**src/rtl/painterengine_gpu_blend_stage_pkg.sv**
```systemverilog
// Shared definitions for the GPU blend stage.
//   - state_e     : control FSM encoding (IDLE, RUN, DRAIN, DONE, ERROR)
//   - MODE_*      : blend operation select carried on the 2-bit mode input
//   - CH_*        : ARGB8888 channel geometry (8-bit channels, alpha on top)
//   - PROD_W      : width of the per-channel stage-1 product
package painterengine_gpu_blend_stage_pkg;

  typedef enum logic [2:0] {
    ST_IDLE  = 3'd0,
    ST_RUN   = 3'd1,
    ST_DRAIN = 3'd2,
    ST_DONE  = 3'd3,
    ST_ERROR = 3'd4
  } state_e;

  localparam logic [1:0] MODE_COPY  = 2'b00;
  localparam logic [1:0] MODE_BLEND = 2'b01;
  localparam logic [1:0] MODE_ADD   = 2'b10;
  localparam logic [1:0] MODE_RSVD  = 2'b11;

  localparam int TIMEOUT_DEFAULT = 256;

  localparam int NUM_CH   = 4;
  localparam int CH_W     = 8;
  localparam int CH_B_LSB = 0;
  localparam int CH_G_LSB = 8;
  localparam int CH_R_LSB = 16;
  localparam int CH_A_LSB = 24;

  // Largest blend product is 255*255 + 128, which fits in 16 bits.
  localparam int PROD_W = 16;

endpackage

```
**src/rtl/painterengine_gpu_blend_channel.sv**
```systemverilog
// Combinational 8-bit channel combiner, split around the stage-1 register.
//   mode_i : operation (copy / blend / saturating add)
//   s_i    : source channel, d_i : destination channel, a_i : source alpha
//   prod_o : un-normalised product, registered by the parent in stage 1
//   prod_i : registered product coming back from stage 1
//   c_o    : normalised 8-bit result, registered by the parent in stage 2
// For the alpha channel the source term is a*255, so the blended alpha is
// a + round(d*(255-a)/255) through the same rounding path as colour channels.
module painterengine_gpu_blend_channel
  import painterengine_gpu_blend_stage_pkg::*;
#(
  parameter bit IS_ALPHA = 1'b0
) (
  input  logic [1:0]        mode_i,
  input  logic [CH_W-1:0]   s_i,
  input  logic [CH_W-1:0]   d_i,
  input  logic [CH_W-1:0]   a_i,
  output logic [PROD_W-1:0] prod_o,
  input  logic [PROD_W-1:0] prod_i,
  output logic [CH_W-1:0]   c_o
);

  logic [PROD_W-1:0] s_w;
  logic [PROD_W-1:0] d_w;
  logic [PROD_W-1:0] a_w;
  logic [PROD_W-1:0] inv_a_w;

  assign s_w     = IS_ALPHA ? PROD_W'(255) : PROD_W'(s_i);
  assign d_w     = PROD_W'(d_i);
  assign a_w     = PROD_W'(a_i);
  assign inv_a_w = PROD_W'(255) - a_w;

  // Stage-1 side: products before normalisation.
  always_comb begin
    // NOTE: every output of a combinational block gets a default first so no
    // path through the case leaves it unassigned and infers a latch.
    prod_o = '0;
    case (mode_i)
      MODE_COPY:  prod_o = PROD_W'(s_i);
      MODE_BLEND: prod_o = s_w * a_w + d_w * inv_a_w + PROD_W'(128);
      MODE_ADD:   prod_o = PROD_W'(s_i) + PROD_W'(d_i);
      default:    prod_o = '0;
    endcase
  end

  // Stage-2 side: (t + (t >> 8)) >> 8 with t already carrying the +128 bias
  // is an exactly rounded divide by 255 over the whole product range.
  always_comb begin
    c_o = '0;
    case (mode_i)
      MODE_COPY:  c_o = prod_i[CH_W-1:0];
      MODE_BLEND: c_o = CH_W'((prod_i + (prod_i >> 8)) >> 8);
      MODE_ADD:   c_o = prod_i[CH_W] ? '1 : prod_i[CH_W-1:0];
      default:    c_o = '0;
    endcase
  end

endmodule

```
**src/rtl/painterengine_gpu_blend_stage.sv**
```systemverilog
// GPU blend stage: joins a source and a destination ARGB8888 stream pixel by
// pixel, combines them (copy / alpha blend / saturating add) through a
// two-stage pipeline and emits the result toward the DMA writer.
//   i_wire_clock, i_wire_reset      : clock, synchronous active-high reset
//   i_wire_start/length/mode        : job launch (accepted in IDLE/DONE/ERROR)
//   i_wire_src_* / o_wire_src_next  : source stream (data/valid/next)
//   i_wire_dst_* / o_wire_dst_next  : destination stream (data/valid/next)
//   o_wire_data/_valid, i_wire_data_next : result stream
//   o_wire_done, o_wire_error       : sticky status until the next start
module painterengine_gpu_blend_stage
  import painterengine_gpu_blend_stage_pkg::*;
#(
  parameter int LENGTH_WIDTH = 32,
  parameter int TIMEOUT      = TIMEOUT_DEFAULT
) (
  input  logic                    i_wire_clock,
  input  logic                    i_wire_reset,
  input  logic                    i_wire_start,
  input  logic [LENGTH_WIDTH-1:0] i_wire_length,
  input  logic [1:0]              i_wire_mode,
  input  logic [31:0]             i_wire_src_data,
  input  logic                    i_wire_src_valid,
  output logic                    o_wire_src_next,
  input  logic [31:0]             i_wire_dst_data,
  input  logic                    i_wire_dst_valid,
  output logic                    o_wire_dst_next,
  output logic [31:0]             o_wire_data,
  output logic                    o_wire_data_valid,
  input  logic                    i_wire_data_next,
  output logic                    o_wire_done,
  output logic                    o_wire_error
);

  localparam int STALL_W = $clog2(TIMEOUT + 1);

  state_e                  state_q, state_d;
  logic [LENGTH_WIDTH-1:0] length_q, length_d;
  logic [1:0]              mode_q, mode_d;
  logic [LENGTH_WIDTH-1:0] issued_q, issued_d;
  logic [LENGTH_WIDTH-1:0] retired_q, retired_d;
  logic [STALL_W-1:0]      stall_q, stall_d;
  logic                    flush;

  logic                    s1_valid_q;
  logic [PROD_W-1:0]       s1_prod_q [NUM_CH];
  logic                    out_valid_q;
  logic [31:0]             out_data_q;

  logic [PROD_W-1:0]       prod_w [NUM_CH];
  logic [31:0]             norm_w;

  logic advance, accept, in_ready, join_fire, retire, stalled;

  // Stage 2 moves when it is empty or its beat is being taken; stage 1 can
  // take a new pixel when it is empty or is about to move into stage 2.
  assign advance   = !out_valid_q || i_wire_data_next;
  assign accept    = !s1_valid_q || advance;
  assign in_ready  = accept && (state_q == ST_RUN) && (issued_q < length_q);
  assign join_fire = in_ready && i_wire_src_valid && i_wire_dst_valid;
  assign retire    = out_valid_q && i_wire_data_next;
  assign stalled   = !join_fire && !retire;

  for (genvar ch = 0; ch < NUM_CH; ch++) begin : g_ch
    painterengine_gpu_blend_channel #(
      .IS_ALPHA(ch * CH_W == CH_A_LSB)
    ) u_channel (
      .mode_i (mode_q),
      .s_i    (i_wire_src_data[ch*CH_W +: CH_W]),
      .d_i    (i_wire_dst_data[ch*CH_W +: CH_W]),
      .a_i    (i_wire_src_data[CH_A_LSB +: CH_W]),
      .prod_o (prod_w[ch]),
      .prod_i (s1_prod_q[ch]),
      .c_o    (norm_w[ch*CH_W +: CH_W])
    );
  end

  // Control: job launch, pixel accounting and stall watchdog.
  always_comb begin
    state_d   = state_q;
    length_d  = length_q;
    mode_d    = mode_q;
    issued_d  = issued_q + LENGTH_WIDTH'(join_fire);
    retired_d = retired_q + LENGTH_WIDTH'(retire);
    stall_d   = stall_q;
    flush     = 1'b0;

    case (state_q)
      ST_IDLE, ST_DONE, ST_ERROR: begin
        if (i_wire_start) begin
          length_d  = i_wire_length;
          mode_d    = i_wire_mode;
          issued_d  = '0;
          retired_d = '0;
          stall_d   = '0;
          if (i_wire_length == '0 || i_wire_mode == MODE_RSVD) state_d = ST_ERROR;
          else                                                 state_d = ST_RUN;
        end
      end
      ST_RUN, ST_DRAIN: begin
        stall_d = stalled ? stall_q + STALL_W'(1) : '0;
        if (stalled && stall_q == STALL_W'(TIMEOUT - 1)) begin
          // Timeout discards whatever is still in the pipeline.
          state_d = ST_ERROR;
          flush   = 1'b1;
        end else if (state_q == ST_RUN && issued_q == length_q) begin
          state_d = ST_DRAIN;
        end else if (state_q == ST_DRAIN && retired_q == length_q) begin
          state_d = ST_DONE;
        end
      end
      default: state_d = ST_IDLE;
    endcase
  end

  always_ff @(posedge i_wire_clock) begin
    // NOTE: sequential state is written with non-blocking assignments so every
    // register samples pre-edge values regardless of evaluation order.
    if (i_wire_reset) begin
      state_q   <= ST_IDLE;
      length_q  <= '0;
      mode_q    <= MODE_COPY;
      issued_q  <= '0;
      retired_q <= '0;
      stall_q   <= '0;
    end else begin
      state_q   <= state_d;
      length_q  <= length_d;
      mode_q    <= mode_d;
      issued_q  <= issued_d;
      retired_q <= retired_d;
      stall_q   <= stall_d;
    end
  end

  // Datapath pipeline. Stage 1 holds products, stage 2 the output pixel.
  always_ff @(posedge i_wire_clock) begin
    // NOTE: the pipeline data registers are reset as well so o_wire_data reads
    // zero out of reset; there are no memories here to exclude from reset.
    if (i_wire_reset) begin
      s1_valid_q  <= 1'b0;
      out_valid_q <= 1'b0;
      out_data_q  <= '0;
      for (int ch = 0; ch < NUM_CH; ch++) s1_prod_q[ch] <= '0;
    end else if (flush) begin
      s1_valid_q  <= 1'b0;
      out_valid_q <= 1'b0;
    end else begin
      if (accept) begin
        s1_valid_q <= join_fire;
        for (int ch = 0; ch < NUM_CH; ch++) s1_prod_q[ch] <= prod_w[ch];
      end
      if (advance) begin
        out_valid_q <= s1_valid_q;
        out_data_q  <= norm_w;
      end
    end
  end

  assign o_wire_src_next   = in_ready;
  assign o_wire_dst_next   = in_ready;
  assign o_wire_data       = out_data_q;
  assign o_wire_data_valid = out_valid_q;
  assign o_wire_done       = (state_q == ST_DONE);
  assign o_wire_error      = (state_q == ST_ERROR);

endmodule

```
**config.mk**
```make
export PLATFORM = sky130hd
export DESIGN_NAME = painterengine_gpu_blend_stage
export DESIGN_NICKNAME = d
export VERILOG_FILES = /design/src/rtl/painterengine_gpu_blend_stage_pkg.sv /design/src/rtl/painterengine_gpu_blend_channel.sv /design/src/rtl/painterengine_gpu_blend_stage.sv
export SDC_FILE = /design/constraint.sdc
export NUM_CORES = 2
export LEC_CHECK = 0
export CAP_MARGIN = 0
export CORE_MARGIN = 3
export CORE_UTILIZATION = 30
export CTS_CLUSTER_DIAMETER = 120
export CTS_CLUSTER_SIZE = 8
export DETAILED_ROUTE_END_ITERATION = 10
export SYNTH_ARGS = -nofsm -noshare
export SYNTH_HDL_FRONTEND = slang
export SYNTH_SLANG_ARGS = --single-unit
```
**constraint.sdc**
```tcl
create_clock -name i_wire_clock -period 11.42 [get_ports i_wire_clock]
set_input_delay 1.142 -clock i_wire_clock [delete_from_list [all_inputs] [get_ports i_wire_clock]]
set_output_delay 1.142 -clock i_wire_clock [all_outputs]
set_load 0.05 [all_outputs]
```
* Word-level counts from Yosys, hierarchy flattened
Memories as Yosys holds them, arrays and structs flattened.
Cells that the tools add are included.
** Operators by class
- Add/sub/neg operators :: 20
- Muxes and demuxes :: 37
- Bitwise operators :: 5
- Magnitude comparators :: 1
- Multiply operators :: 8
- Reduce and logical (&&, ||, !) cells :: 27
- Eq/ne operators :: 12
** Operators with widths (number)
- 16-bit one-hot mux with 3 select lines :: 4
- 32-bit two-way mux :: 4
- 8-bit one-hot mux with 3 select lines :: 4
- 16-bit adder :: 4
- 16-bit by 8-bit adder with 16-bit output :: 4
- 16-bit by 8-bit adder with 16-bit output (second input constant) :: 4
- 32-bit by 1-bit adder with 32-bit output :: 2
- 32-bit == test :: 2
- 8-bit by 16-bit multiplier with 16-bit output :: 4
- 16-bit two-way mux :: 4
- 8-bit by 8-bit multiplier with 16-bit output :: 3
- 8-bit by 8-bit adder with 9-bit output :: 4
- 32-bit logical NOT :: 1
- 32-bit < comparator :: 1
- 8-bit two-way mux :: 4
- 9-bit two-way mux :: 2
- 9-bit one-hot mux with 2 select lines :: 1
- 8-bit by 8-bit multiplier with 16-bit output (first input constant) :: 1
- 3-bit two-way mux :: 5
- 9-bit by 1-bit adder with 9-bit output (second input constant) :: 1
- 9-bit by 8-bit == test with 1-bit output (second input constant) :: 1
- 1-bit logical AND :: 9
- 8-bit by 8-bit subtractor with 9-bit output (first input constant) :: 1
- 1-bit two-way mux :: 8
- 18 further kinds :: 32
** Word-level totals
- Word-level logic and storage cells :: 120
- Register bits :: 144
- Memories kept :: 1
- Bits of input ports :: 104
- Bits in writable memories :: 64
- Output and inout port bits :: 37
** Memory list
- s1_prod_q :: words 4, width 16, rd ports 4, clocked after memory_dff 0, wr ports 4, RTL line painterengine_gpu_blend_stage.sv:45 : logic [PROD_W-1:0] s1_prod_q [NUM_CH];

* Depth between registers and ports, before layout
- Depth in word-level cells :: 16
- Mapped depth :: 24
- Depth with buffers taken out :: 23

* Hierarchy
A second synthesis with hierarchy kept.
** Second synthesis, totals
- Cells, all modules :: 3538
- Area, all modules :: 30934.7 µm²
** Modules (own cells, without submodules)
- painterengine_gpu_blend_channel (g_ch[0].u_channel ...) :: times used 2, cells each 637, area an instance 5395.2 µm², seq. area each 0.0 µm²
- painterengine_gpu_blend_stage :: times used 1, cells each 1025, area an instance 9653.0 µm², seq. area each 4804.6 µm²
- painterengine_gpu_blend_channel (g_ch[2].u_channel) :: times used 1, cells each 668, area an instance 5612.9 µm², seq. area each 0.0 µm²
- painterengine_gpu_blend_channel (g_ch[3].u_channel) :: times used 1, cells each 571, area an instance 4878.4 µm², seq. area each 0.0 µm²

* Worst setup path after synthesis
Ideal clock, no wire load.
- Kind :: input to register
- Start point :: input port i_wire_data_next
- End point :: memory s1_prod_q[0][0], enable pin
- Setup time :: 574 ps
- Data arrival time :: 6719 ps
- Path buffers :: 0
- Slack :: 4126 ps
- Data required time :: 10846 ps
- Stages on the path :: 7
- Cell sequence :: nor2b_1 > and2_1 > nor4_1 > nand3_1 > a211oi_1 > nor2_1 > o21ai_0
** RTL lines
- start: declaration :: RTL line painterengine_gpu_blend_stage.sv:29 : input logic i_wire_data_next,
- end: declaration :: RTL line painterengine_gpu_blend_stage.sv:45

==> results.md <==
Synthesis:
- The fraction of synthesized cell area taken by the top area cell type is between 20 and 30%.
- The number of synthesized flops with an enable pin is 64.
- In this run, synthesis produced a sequential element count of 208.
- The cell type with the largest total area after synthesis is sky130_fd_sc_hd__fa_1.
- After synthesis, the cell types taking the most area are sky130_fd_sc_hd__fa_1 (26%), sky130_fd_sc_hd__ha_1 (16%), sky130_fd_sc_hd__dfxtp_1 (9.8%), sky130_fd_sc_hd__inv_1 (8.0%), sky130_fd_sc_hd__edfxtp_1 (6.5%).
- For this run, the leading register cell type out of synthesis is sky130_fd_sc_hd__dfxtp_1.
- The number of warning messages in the yosys log is 0.
- The number of library cell types mapped by synthesis is between 60 and 70.
- After synthesis, the share of flip-flops with an asynchronous set or reset is 0%.
- The combined area of all synthesized cells is around 0.03 sq mm.
- The average footprint of a synthesized cell is slightly below 9 sq um.
- The post-synthesis cell count is ~3.4k.
- The sequential fraction of the synthesis area is 16.3%.

Setup path:
- Data on the critical path arrives at its endpoint at ~7.4 ns.
- Traced cell by cell, the critical path runs through buf_2, buf_4, nand2_1, fa_1, fa_1, fa_1, inv_1, fa_1, fa_1, inv_1, fa_1, inv_1, ha_1, or3_1, o211ai_1, o21bai_1, or4_1, a31oi_1, xnor2_1, nor2_1.
- The slowest library cell on the worst path is sky130_fd_sc_hd__fa_1.
- In this run the critical register-to-register path is launched from length_q[19]$_SDFFE_PP0P_.
- The cell type with the highest occurrence count on the critical path is sky130_fd_sc_hd__fa_1.
- The critical setup path kind is primary input to flip-flop.
- The worst setup path is captured at a flip-flop.
- For this run, the slowest stage of the critical path takes approximately 0.55 ns.
- Data on the critical path is required at its endpoint by 11.70 ns.
- The depth of the worst register-to-register path is 15.
- In this run the worst setup path begins at i_wire_src_data[25].
- In this run the worst setup path terminates at s1_prod_q[0][15]$_SDFFCE_PN0P_.
- The type of origin of the critical path is a primary input.
- Across all register-to-register paths, the minimum setup slack is slightly below 7 ns.
- The capture point of the worst reg-to-reg path is issued_q[29]$_SDFF_PP0_.
- The maximum fanout along the worst path is 28.

Power and ir drop:
- The net switching fraction of the power is about half.
- The internal power of the cells is between 4 and 5 mW.
- The sequential group share of total power is between 10% and 20%.
- Per report_power, the clock group accounts for 10.1% of the total.
- VDD sags by at most approximately 0.00026 V.
- In this run the power density over the cells is about 240 mW/mm^2.
- The net switching power figure is 3.89 mW.
- The static power due to leakage is roughly 15 nW.
- Of the total power, combinational logic draws about 78%.

Drt:
- For this block, the initial DRC count from the detailed router was roughly 1.4k.
- The number of search-and-repair iterations in the first detailed-routing pass is 5.
- The number of remaining DRC errors is 0.
- The post-detailed-route via-to-cell ratio is 4.73.
- In this run the remaining antenna-violating nets after routing total 0.
- In the final routed layout, each cell accounts on average for around 17 microns.
- The wire length after detailed routing is 79.8 mm.
- Detailed routing inserted a total of between 20k and 25k vias.

Placement:
- Port buffering added between 100 and 150 buffers.
- Including well taps, the total number of placed cells is between 4k and 5k.
- The final weighted congestion in routability-driven placement is 0.866.
- The detailed placement HPWL is around 64 mm.
- The placed instances occupy a cell area of ~0.032 sq mm.

Timing:
- The final-report max-slew violation count came to 0.
- The achievable frequency is approximately 140 MHz.
- For the pin with the worst max-slew slack, the measured transition is approximately 1.3 ns.
- The final number of setup-violating endpoints is 0.
- The worst path in the final design needs a cycle of between 7 and 8 ns, including I/O delays and setup.
- The total negative slack is 0 ns.
- The final critical path takes up approximately 62% of the cycle.
- The hold violation total from the final report is 0.
- The tightest slew margin relative to the limit is roughly 16%.
- For the final database, setup skew stands at 0.0543 ns.
- Setup repair after global routing left no endpoint under its margin.

CTS:
- TritonCTS created 30 clock buffers.
- In this run the clock root is driven by a sky130_fd_sc_hd__clkbuf_16.
- The TritonCTS clock tree is done.
- The CTS clock-pin slew for the worst setup and hold paths is roughly 0.05 ns.
- The clock insertion delay at the later pin of the skew report is about 0.59 ns.
- The hold buffer count at CTS is 0.
- The clock sink count is roughly 210.
- In this run, post-CTS repair resized a total of 0 instances.
- The number of buffers inserted by post-CTS setup repair is 0.
- Counting along the longest clock path gives a buffer depth of 3.
- CTS built an H-tree with a depth of 1.

Floorplan:
- The chip width is approximately 320 microns.
- The vertical die dimension is between 300 and 400 microns.
- For this configuration, the core starts out at a cell density of between 30% and 40%.
- The site row count is 114.
- The core region is ~0.097 sq mm.
- The die footprint is approximately 0.1 sq mm.
- In this run the count of I/O pins placed on the die edge is 141.

Min path:
- The worst hold path belongs to the class flip-flop to flip-flop.
- The number of cells on the worst hold path is 2.

GRT:
- The global-route congestion overflow total is 0.
- The number of global-route vias before repair was 22.4k.
- The overall routing resource usage is ~16%.
- The pin count of the biggest net entering global routing is 66.
- The first global-routing pass estimated around 130 mm of wire.
- The number of antenna violations at the first check in global routing was 5.

Status:
- The run finished with clean final reports.

Layout:
- The post-route netlist has under 10% of its cells at a drive strength greater than 1.
- The area overhead of the layout relative to synthesis is 11.9%.
- The net count reported at finish is 4,311.
- After the flow finishes, the layout carries non-filler instances totaling approximately 4.7k.
- The cell area after layout is around 0.033 sq mm.

Flow run:
- The tool flagged a number of max-cap violations equal to 0.
[sequential cells by signal, indices dropped and copies added (netlist names)]
register / count
s1_prod_q: 64
issued_q: 32
length_q: 32
o_wire_data: 32
retired_q: 32
stall_q: 9
state_q: 3
mode_q: 2
o_wire_data_valid: 1
s1_valid_q: 1
[logic make-up (layout without fill, tap and decap cells)]
kind of cell	after synthesis	count (layout)	share of synthesized area (%)
DFF	208	208	16.3
xor gates and xnor gates	181	181	5.39
and+or+nand+nor	1073	1073	17.7
buffers and inverters	757	839	9.77
other	2	5	0.0255
adders and majority gates	749	749	41.6
muxes	22	22	0.748
AOI/OAI and AO/OA	392	392	8.50
[critical path: cells and delay by family]
family	cells	cell delay (ns)
simple gates	4	0.98
buf+inv	5	1.09
fa+ha+maj	7	3.45
xor+xnor	1	0.15
compound gates	3	0.52
[metrics by stage]
stage	hold WS [ns]	setup WS, ns	utilization, %	power [mW]
2_1_floorplan	0.459	4.13	-	5.60
3_3_place_gp	0.450	3.88	33.1	7.04
3_5_place_dp	0.460	3.82	33.1	7.07
4_1_cts	0.466	4.37	33.9	7.93
5_1_grt	0.494	4.04	33.9	8.83
6_report	0.462	4.34	33.9	7.91
[area by class of cell]
type	count	area [sq um]
Inverter	633	2380
Clock inverter	3	41.3
Antenna cell	1	2.50
Tap cell	1276	1600
Sequential cell	208	4810
Multi-Input combinational cell	2421	21800
Clock buffer	39	785
Timing Repair Buffer	164	1540
Fill cell	10025	64100
[routing by layer]
metal	up-vias	GRT usage [%]	wire, microns
met5	-	0	27
met4	4	2.72	1230
met3	69	2.08	4310
met2	474	24.9	35200
met1	11029	22.6	39000
li1	10874	-	-
[worst min-delay path by stage]
stage,slack (ns),endpoint,from
6_report,0.46,o_wire_data[4]$_SDFFE_PP0P_,o_wire_data[4]$_SDFFE_PP0P_
3_5_place_dp,0.46,o_wire_data[3]$_SDFFE_PP0P_,o_wire_data[3]$_SDFFE_PP0P_
4_1_cts,0.47,o_wire_data[3]$_SDFFE_PP0P_,o_wire_data[3]$_SDFFE_PP0P_
3_3_place_gp,0.45,o_wire_data[3]$_SDFFE_PP0P_,o_wire_data[3]$_SDFFE_PP0P_
2_1_floorplan,0.46,stall_q[4]$_SDFFE_PP0P_,stall_q[4]$_SDFFE_PP0P_
5_1_grt,0.49,o_wire_data[9]$_SDFFE_PP0P_,o_wire_data[9]$_SDFFE_PP0P_
[cells in the final DEF (no fill, tap or decap), drive strengths merged, types with 39 or more instances in the layout]
cell / n
nor2: 213
inv: 628
a21oi: 137
edfxtp: 64
nand2: 358
nor2b: 173
ha: 368
and2: 107
fa: 381
clkbuf: 39
xnor2: 121
o21ai: 73
nand3: 73
dfxtp: 144
clkdlybuf4s50: 131
xor2: 60
[cell usage after synthesis (6+ instances only)]
| library cell | number |
|---|---|
| sky130_fd_sc_hd__inv_1 | 627 |
| sky130_fd_sc_hd__fa_1 | 381 |
| sky130_fd_sc_hd__ha_1 | 368 |
| sky130_fd_sc_hd__nand2_1 | 358 |
| sky130_fd_sc_hd__nor2_1 | 213 |
| sky130_fd_sc_hd__nor2b_1 | 173 |
| sky130_fd_sc_hd__dfxtp_1 | 144 |
| sky130_fd_sc_hd__a21oi_1 | 137 |
| sky130_fd_sc_hd__xnor2_1 | 121 |
| sky130_fd_sc_hd__and2_1 | 107 |
| sky130_fd_sc_hd__clkbuf_1 | 93 |
| sky130_fd_sc_hd__nand3_1 | 73 |
| sky130_fd_sc_hd__o21ai_0 | 73 |
| sky130_fd_sc_hd__edfxtp_1 | 64 |
| sky130_fd_sc_hd__xor2_1 | 60 |
| sky130_fd_sc_hd__nand4_1 | 33 |
| sky130_fd_sc_hd__a21o_1 | 30 |
| sky130_fd_sc_hd__nor3_1 | 27 |
| sky130_fd_sc_hd__mux2i_1 | 22 |
| sky130_fd_sc_hd__buf_1 | 21 |
| sky130_fd_sc_hd__and3_1 | 20 |
| sky130_fd_sc_hd__a211oi_1 | 19 |
| sky130_fd_sc_hd__o21a_1 | 16 |
| sky130_fd_sc_hd__nor4_1 | 14 |
| sky130_fd_sc_hd__nand2b_1 | 13 |
| sky130_fd_sc_hd__o2111ai_1 | 13 |
| sky130_fd_sc_hd__o211ai_1 | 13 |
| sky130_fd_sc_hd__or3_1 | 13 |
| sky130_fd_sc_hd__nor3b_1 | 11 |
| sky130_fd_sc_hd__a31oi_1 | 10 |
| sky130_fd_sc_hd__and4_1 | 7 |
| sky130_fd_sc_hd__o22a_1 | 7 |
| sky130_fd_sc_hd__a211o_1 | 6 |
| sky130_fd_sc_hd__a21boi_0 | 6 |
| sky130_fd_sc_hd__a22oi_1 | 6 |
| sky130_fd_sc_hd__clkinv_1 | 6 |
| sky130_fd_sc_hd__o31ai_1 | 6 |
| sky130_fd_sc_hd__or2_2 | 6 |
[power groups by stage]
| stage | clock (mW) | sequential, mW | combinational [mW] |
|---|---|---|---|
| final | 0.801 | 0.979 | 6.13 |
| after detailed placement | 0 | 0.992 | 6.08 |
| after CTS | 0.826 | 0.978 | 6.12 |
| after global routing | 0.854 | 0.991 | 6.99 |
| after global placement | 0 | 0.991 | 6.05 |
| after floorplan | 0 | 1.01 | 4.60 |
Note: power is estimated with default switching activity, not from simulation.
